**config.mk**
```make
export PLATFORM = sky130hd
export DESIGN_NAME = univ_shift_reg_flat
export DESIGN_NICKNAME = d
export VERILOG_FILES = /design/src/rtl/univ_shift_reg_if.sv /design/src/rtl/univ_shift_reg.sv /design/src/flat_wrapper.sv
export SDC_FILE = /design/constraint.sdc
export NUM_CORES = 1
export LEC_CHECK = 0
export CAP_MARGIN = 20
export CORE_MARGIN = 2
export CORE_UTILIZATION = 36
export DETAILED_ROUTE_END_ITERATION = 8
export PLACE_DENSITY = 0.74
export SLEW_MARGIN = 10
export SYNTH_ARGS = -nofsm -noshare
export SYNTH_HDL_FRONTEND = slang
export SYNTH_SLANG_ARGS = --single-unit
export TNS_END_PERCENT = 1
```
**constraint.sdc**
```tcl
create_clock -name clk -period 1.5 [get_ports clk]
set_input_delay 0.225 -clock clk [delete_from_list [all_inputs] [get_ports clk]]
set_output_delay 0.225 -clock clk [all_outputs]
set_load 0.005 [all_outputs]
```
**src/rtl/univ_shift_reg_if.sv**
```systemverilog
// Command/status bundle for univ_shift_reg; rot exists only when USR_ROTATE_EN is defined.
// master drives commands and data, slave (the register) returns q, serial outs, cnt and full.
interface univ_shift_reg_if #(
   parameter int WIDTH = 8
);
   localparam int CNT_W = $clog2(WIDTH + 1);

   logic             en;
   logic [1:0]       mode;
   logic             sin_r;
   logic             sin_l;
   logic [WIDTH-1:0] d;
`ifdef USR_ROTATE_EN
   logic             rot;
`endif
   logic [WIDTH-1:0] q;
   logic             sout_r;
   logic             sout_l;
   logic [CNT_W-1:0] cnt;
   logic             full;

   modport master (
`ifdef USR_ROTATE_EN
      output rot,
`endif
      output en, mode, sin_r, sin_l, d,
      input  q, sout_r, sout_l, cnt, full
   );

   modport slave (
`ifdef USR_ROTATE_EN
      input  rot,
`endif
      input  en, mode, sin_r, sin_l, d,
      output q, sout_r, sout_l, cnt, full
   );
endinterface

```
**src/rtl/univ_shift_reg.sv**
```systemverilog
// Universal shift register: hold / shift right / shift left / load, saturating shift counter.
// Latency: one cycle from sampled command to q and cnt; serial outs and full follow q/cnt directly.
// No backpressure: en=0 freezes all state; USR_ROTATE_EN adds bus.rot to recirculate the end bit.
module univ_shift_reg #(
   parameter int               WIDTH   = 8,
   parameter logic [WIDTH-1:0] RST_VAL = {WIDTH{1'b0}}
) (
   input  logic            clk,
   input  logic            rst,
   univ_shift_reg_if.slave bus
);
   localparam int CNT_W = $clog2(WIDTH + 1);
   localparam logic [CNT_W-1:0] CNT_MAX = CNT_W'(WIDTH);

   localparam logic [1:0] MODE_HOLD  = 2'b00;
   localparam logic [1:0] MODE_SHR   = 2'b01;
   localparam logic [1:0] MODE_SHL   = 2'b10;
   localparam logic [1:0] MODE_LOAD  = 2'b11;

   logic [WIDTH-1:0] r_q;
   logic [CNT_W-1:0] r_cnt;

   logic             w_fill_r;
   logic             w_fill_l;
   logic [CNT_W-1:0] w_cnt_inc;
   logic [WIDTH-1:0] w_q_nxt;
   logic [CNT_W-1:0] w_cnt_nxt;

   // Bit entering each end: serial input, or the opposite end bit when rotating.
   always_comb begin
      w_fill_r = bus.sin_r;
      w_fill_l = bus.sin_l;
`ifdef USR_ROTATE_EN
      if (bus.rot) begin
         w_fill_r = r_q[0];
         w_fill_l = r_q[WIDTH-1];
      end
`endif
   end

   assign w_cnt_inc = (r_cnt == CNT_MAX) ? r_cnt : r_cnt + CNT_W'(1);

   always_comb begin
      w_q_nxt   = r_q;
      w_cnt_nxt = r_cnt;
      case (bus.mode)
         MODE_HOLD: begin
            w_q_nxt   = r_q;
            w_cnt_nxt = r_cnt;
         end
         MODE_SHR: begin
            w_q_nxt   = {w_fill_r, r_q[WIDTH-1:1]};
            w_cnt_nxt = w_cnt_inc;
         end
         MODE_SHL: begin
            w_q_nxt   = {r_q[WIDTH-2:0], w_fill_l};
            w_cnt_nxt = w_cnt_inc;
         end
         MODE_LOAD: begin
            w_q_nxt   = bus.d;
            w_cnt_nxt = '0;
         end
         default: begin
            w_q_nxt   = r_q;
            w_cnt_nxt = r_cnt;
         end
      endcase
   end

   always_ff @(posedge clk) begin
      if (rst) begin
         r_q   <= RST_VAL;
         r_cnt <= '0;
      end else if (bus.en) begin
         r_q   <= w_q_nxt;
         r_cnt <= w_cnt_nxt;
      end
   end

   assign bus.q      = r_q;
   assign bus.sout_r = r_q[0];
   assign bus.sout_l = r_q[WIDTH-1];
   assign bus.cnt    = r_cnt;
   assign bus.full   = (r_cnt == CNT_MAX);
endmodule
```
**src/flat_wrapper.sv**
```systemverilog
// flat-port wrapper written by rule: the top's interface ports become plain ports
module univ_shift_reg_flat 
#(
   parameter int               WIDTH   = 8,
   parameter logic [WIDTH-1:0] RST_VAL = {WIDTH{1'b0}}
)
  (clk, rst, bus_en, bus_mode, bus_sin_r, bus_sin_l, bus_d, bus_q, bus_sout_r, bus_sout_l, bus_cnt, bus_full);
  univ_shift_reg_if #(.WIDTH(WIDTH)) bus_i ();
  input  logic clk;
  input  logic rst;
  input wire logic [$bits(bus_i.en)-1:0] bus_en;
  input wire logic [$bits(bus_i.mode)-1:0] bus_mode;
  input wire logic [$bits(bus_i.sin_r)-1:0] bus_sin_r;
  input wire logic [$bits(bus_i.sin_l)-1:0] bus_sin_l;
  input wire logic [$bits(bus_i.d)-1:0] bus_d;
  output wire logic [$bits(bus_i.q)-1:0] bus_q;
  output wire logic [$bits(bus_i.sout_r)-1:0] bus_sout_r;
  output wire logic [$bits(bus_i.sout_l)-1:0] bus_sout_l;
  output wire logic [$bits(bus_i.cnt)-1:0] bus_cnt;
  output wire logic [$bits(bus_i.full)-1:0] bus_full;
  assign bus_i.en = bus_en;
  assign bus_i.mode = bus_mode;
  assign bus_i.sin_r = bus_sin_r;
  assign bus_i.sin_l = bus_sin_l;
  assign bus_i.d = bus_d;
  assign bus_q = bus_i.q;
  assign bus_sout_r = bus_i.sout_r;
  assign bus_sout_l = bus_i.sout_l;
  assign bus_cnt = bus_i.cnt;
  assign bus_full = bus_i.full;
  univ_shift_reg #(.WIDTH(WIDTH), .RST_VAL(RST_VAL)) u_core (.clk(clk), .rst(rst), .bus(bus_i));
endmodule
```
Word level (Yosys, flattened, before mapping)

Index checks and enable logic that the tools add are counted.

RAM bits: 0
Bits in registers: 12
Output and inout port bits: 15
Bits of input ports: 15
Latch bits: 0
Memories: 0
Bits in read-only memories: 0
Logic and storage cells: 16

Reduce and logical (&&, ||, !) cells: 4
Mux-type cells: 3
$lt $le $gt $ge: 0
Multipliers: 0
Equal/unequal tests: 5
Divide/modulo/power cells: 0
Bitwise gates (word level): 1
Shift operators: 0
$add $sub $neg: 1

Operators with widths:

| kind                                          | count |
|---|---|
| case mux 8 bit (3 select lines)               | 1 |
| case mux 4 bit (2 select lines)               | 1 |
| adder 4 x 1 -> 4 bit, second input constant   | 1 |
| == test 2 bit, second input constant          | 2 |
| == test 4 bit, second input constant          | 1 |
| two-way mux 4 bit                             | 1 |
| AND reduction 3 bit                           | 1 |
| == test 2 x 1 -> 1 bit, second input constant | 1 |
| logical NOT 2 bit                             | 1 |
| inequality test 2 bit, second input constant  | 1 |
| AND reduction 2 bit                           | 1 |
| OR reduction 2 bit                            | 1 |
| inverter 1 bit                                | 1 |

Logic depth before layout (Yosys ltp)

Depth in word-level cells: 4
Mapped depth: 6
Mapped depth without buffers: 5

Worst setup path after synthesis

No wires, ideal clock.

Path type: reg2reg
Start point: register u_core.r_cnt[0], in the netlist u_core.bus.cnt[0]
End point: register u_core.r_cnt[2], in the netlist u_core.bus.cnt[2]
Setup slack: -0.003 ns
Buffers on the path: 0
Period minus slack after synthesis: 1.503 ns
Data required time: 1.430 ns
Arrival time: 1.433 ns
Setup time: 0.070 ns
Cell stages (with the launch flop): 6
Path through: dfxtp_1 -> inv_1 -> ha_1 -> and4b_4 -> or4_1 -> a21oi_1

Word-level cells in the longest chain between the ends: 3
Elaborated cells on any way between the ends: 6
Those cells by class: add/sub: 1; eq/ne: 2; mux: 2; reduce/logical: 1

Ends and longest elaborated chain:

| element                                                                       | line                 | source |
|---|---|---|
| start: declaration                                                            | univ_shift_reg.sv:21 | `logic [CNT_W-1:0] r_cnt;` |
| start signal: assignment                                                      | univ_shift_reg.sv:76 | `r_cnt <= w_cnt_nxt;` |
| adder 4 x 1 -> 4 bit / == test 4 bit (equally long branches)                  | univ_shift_reg.sv:41 | `assign w_cnt_inc = (r_cnt == CNT_MAX) ? r_cnt : r_cnt + CNT_W'(1);` |
| two-way mux 4 bit / inequality test 2 bit (equally long branches)             | n/a                  |  |
| case mux 4 bit (2 select lines) / AND reduction 3 bit (equally long branches) | n/a                  |  |

Parallel ways exist; a longest one is shown, timed or not. The select of a mux whose other input is x is not followed.
A chain may end at the register's enable or synchronous reset.

Worst setup path in the final report

Start point: register u_core.r_cnt[0], in the netlist u_core.bus.cnt[0]
End point: register u_core.r_cnt[1], in the netlist u_core.bus.cnt[1]

The elaborated chain is that of the path after synthesis.

==> impl_metrics.py <==
metrics = {
    "timing": {
        "clock_skew_ns": 0.00580,
        "min_period_over_period_pct": 96.8,
        "fin_ws_ns": 0.0476,
        "rsz0062_at_grt": "false",
        "setup_viol": 0,
        "hold_viol": 0,
        "fmax_ghz": 0.689,
        "tightest_slew_ns": 0.494,
        "slew-limit-headroom_pct": 66.9,
        "drv_slew": 0,
        "period_minus_slack_ns": 1.45,
        "setup_tns_ns": 0,
    },
    "cells_and_area": {
        "drive_above_1_share_pct": 22.5,
        "final_cell_area_mm2": 0.00111,
        "layout.cells.non_filler": 145,
        "nets": 142,
        "fin_util_pct": 63.7,
        "syn2layout_area_growth_pct": 64.4,
        "antenna_cells": 0,
    },
    "route": {
        "ant_nets": 0,
        "routedWlPerCell_um": 12.9,
        "num_vias": 761,
        "drcViolationCount": 0,
        "vias_per_cell": 5.25,
        "dr.pass1.iters": 4,
        "drt_iter0_drc": 15,
        "routed_wl_um": 1870,
    },
    "setup_path": {
        "rr_worst_depth": 5,
        "reg2reg_slack_ns": 0.05,
        "critical_path_arrival_ns": 1.65,
        "timing.rr.start": "u_core.bus.cnt[0]",
        "cp-start-kind": "flip-flop",
        "r2r_end": "u_core.bus.cnt[1]",
        "cp_max_fo": 6,
        "end_kind": "flip-flop",
        "critPathRequiredTime_ns": 1.70,
        "crit_type": "flip-flop to flip-flop",
    },
    "placed_design": {
        "routabilityCongestion": 0.675,
        "place_area_mm2": 0.00106,
        "dp_cells": 142,
        "dp_hpwl_um": 1330,
        "dp_slack_ns": -0.468,
        "portBuffers": 29,
    },
    "yosys": {
        "synth-edff-count": 0,
        "synthesis.nets": 101,
        "synthFlopType": "dfxtp_1",
        "synth-seq-cells": 12,
        "syn_area_per_cell_um2": 8.34,
        "synth-async-reset-ratio_pct": 0,
        "syn-cell-area_um2": 676,
        "synth_cell_types": 23,
        "yosysSeqAreaShare_pct": 35.6,
        "synth_cells": 81,
        "yosys_warnings": 0,
    },
    "grt": {
        "grt_max_degree": 15,
        "busiest_layer": "met2",
        "antenna_found_initial": 0,
        "grtUsageMet1_pct": 22.6,
        "track_usage_pct": 17.8,
        "globalRouteOverflowTotal": 0,
        "grt_pass1_vias": 660,
        "grt_use_met2_pct": 28.1,
        "grt_pass1_wl_um": 2790,
        "use_met3_pct": 6.15,
    },
    "clock_tree": {
        "htree_levels": 1,
        "post-cts-setup-buffers": 0,
        "path_clk_slew_ns": 0.07,
        "cts_buffers": 3,
        "cts_tree": "built",
        "hold_buffers": 0,
        "cts_root_buf": "clkbuf_4",
        "cts_buffer_depth": 2,
        "clk_latency_ns": 0.28,
        "clock_sink_count": 12,
    },
    "pwr": {
        "ir_drop_uv": 580,
        "powerDensity_mw_per_mm2": 690,
        "p_leak_nw": 0.427,
    },
    "die": {
        "core-area_mm2": 0.00175,
        "rows": 15,
        "initial_core_util_pct": 38.7,
        "die_area_mm2": 0.00224,
        "pin_count": 30,
        "die_h_um": 47.3,
        "die_width_um": 47.3,
    },
    "min_path": {
        "hp-class": "flip-flop to flip-flop",
        "min-delay-start": "u_core.bus.q[3]",
        "holdPathStages": 2,
        "min_to": "u_core.bus.q[2]",
    },
    "flow_run": {
        "max_cap_violations": 0,
    },
    "status": {
        "status": "complete, no violations",
    },
}
-- where the power goes --
group | switching [mW] | internal [mW] | total, mW
combinational | 0.0829 | 0.127 | 0.210
sequential | 0.0192 | 0.339 | 0.358
clock | 0.106 | 0.0931 | 0.199
-- cell usage after synthesis (2+ instances only) --
library cell | count | area (um^2)
a311oi_1 | 7 | 61.3
clkbuf_1 | 3 | 11.3
nand2_1 | 9 | 33.8
dfxtp_1 | 12 | 240
or4_1 | 3 | 22.5
nor2_1 | 11 | 41.3
o21ai_0 | 3 | 15.0
inv_1 | 4 | 15.0
ha_1 | 5 | 62.6
buf_4 | 2 | 15.0
a21oi_1 | 4 | 20.0
a22oi_1 | 7 | 52.6
-- cell type report --
class	count	area (um^2)
Fill cell	132	634
Multi-Input combinational cell	59	414
Timing Repair Buffer	42	384
Sequential cell	12	244
Tap cell	25	31.3
Clock buffer	3	22.5
Inverter	4	15.0
-- logic make-up after synthesis --
kind of cell / count (synthesis) / share of synthesized area [%]
AOI/OAI and AO/OA: 25 / 26.5
adders and majority gates: 5 / 9.26
buffers and inverters: 10 / 6.85
DFF: 12 / 35.6
and+or+nand+nor: 29 / 21.9
-- how the worst max path moves through the flow --
stage	startpoint	endpoint	depth (start not counted)
finish	u_core.bus.cnt[0]	u_core.bus.cnt[1]	5
global route	u_core.bus.cnt[0]	bus_cnt[0]	2
CTS	u_core.bus.cnt[0]	u_core.bus.cnt[1]	5
detailed placement	bus_mode[0]	u_core.bus.cnt[1]	6
global placement	bus_mode[0]	u_core.bus.cnt[1]	6
floorplan	u_core.bus.cnt[1]	u_core.bus.cnt[2]	5
-- metal layers --
layer  routed length [um]  part of all wire, %  vias up
met2                  892                   48       22
met4                   11                 0.59        0
met5                    0                    0        -
met3                  102                  5.5        3
met1                  864                   46      357
li1                     -                    -      379
-- what timing repair did --
item / in CTS / in global routing
endpoints found under the setup margin: 7 / 4
gates resized for setup: 5 / 7
pin swaps: 2 / 2
-- worst max-delay path: stages (launching register included) --
cell and delay (ns):
dfxtp_2 0.33, inv_1 0.04, ha_2 0.18, and4b_4 0.20, or4b_4 0.49, a21oi_2 0.14
-- per-stage QoR --
stage | hold WS [ns] | power [mW]
final | 0.508 | 0.767
after detailed placement | 0.498 | 0.569
after CTS | 0.508 | 0.770
after global routing | 0.531 | 0.813
after global placement | 0.490 | 0.565
after floorplan | 0.297 | 0.444
-- layout by cell type (no fill, tap or decap), drive strengths merged, types with 4 or more instances in the layout --
cell,instances
clkdlybuf4s50,26
inv,4
nor2,11
a22oi,7
ha,5
dfxtp,12
a311oi,7
buf,13
nand2,9
a21oi,4
-- flip-flops by register name, summed over array words and instances (netlist names) --
| register | flops |
|---|---|
| u_core.bus.cnt | 4 |
| u_core.bus.q | 8 |
Note: power is estimated with default switching activity, not from simulation.
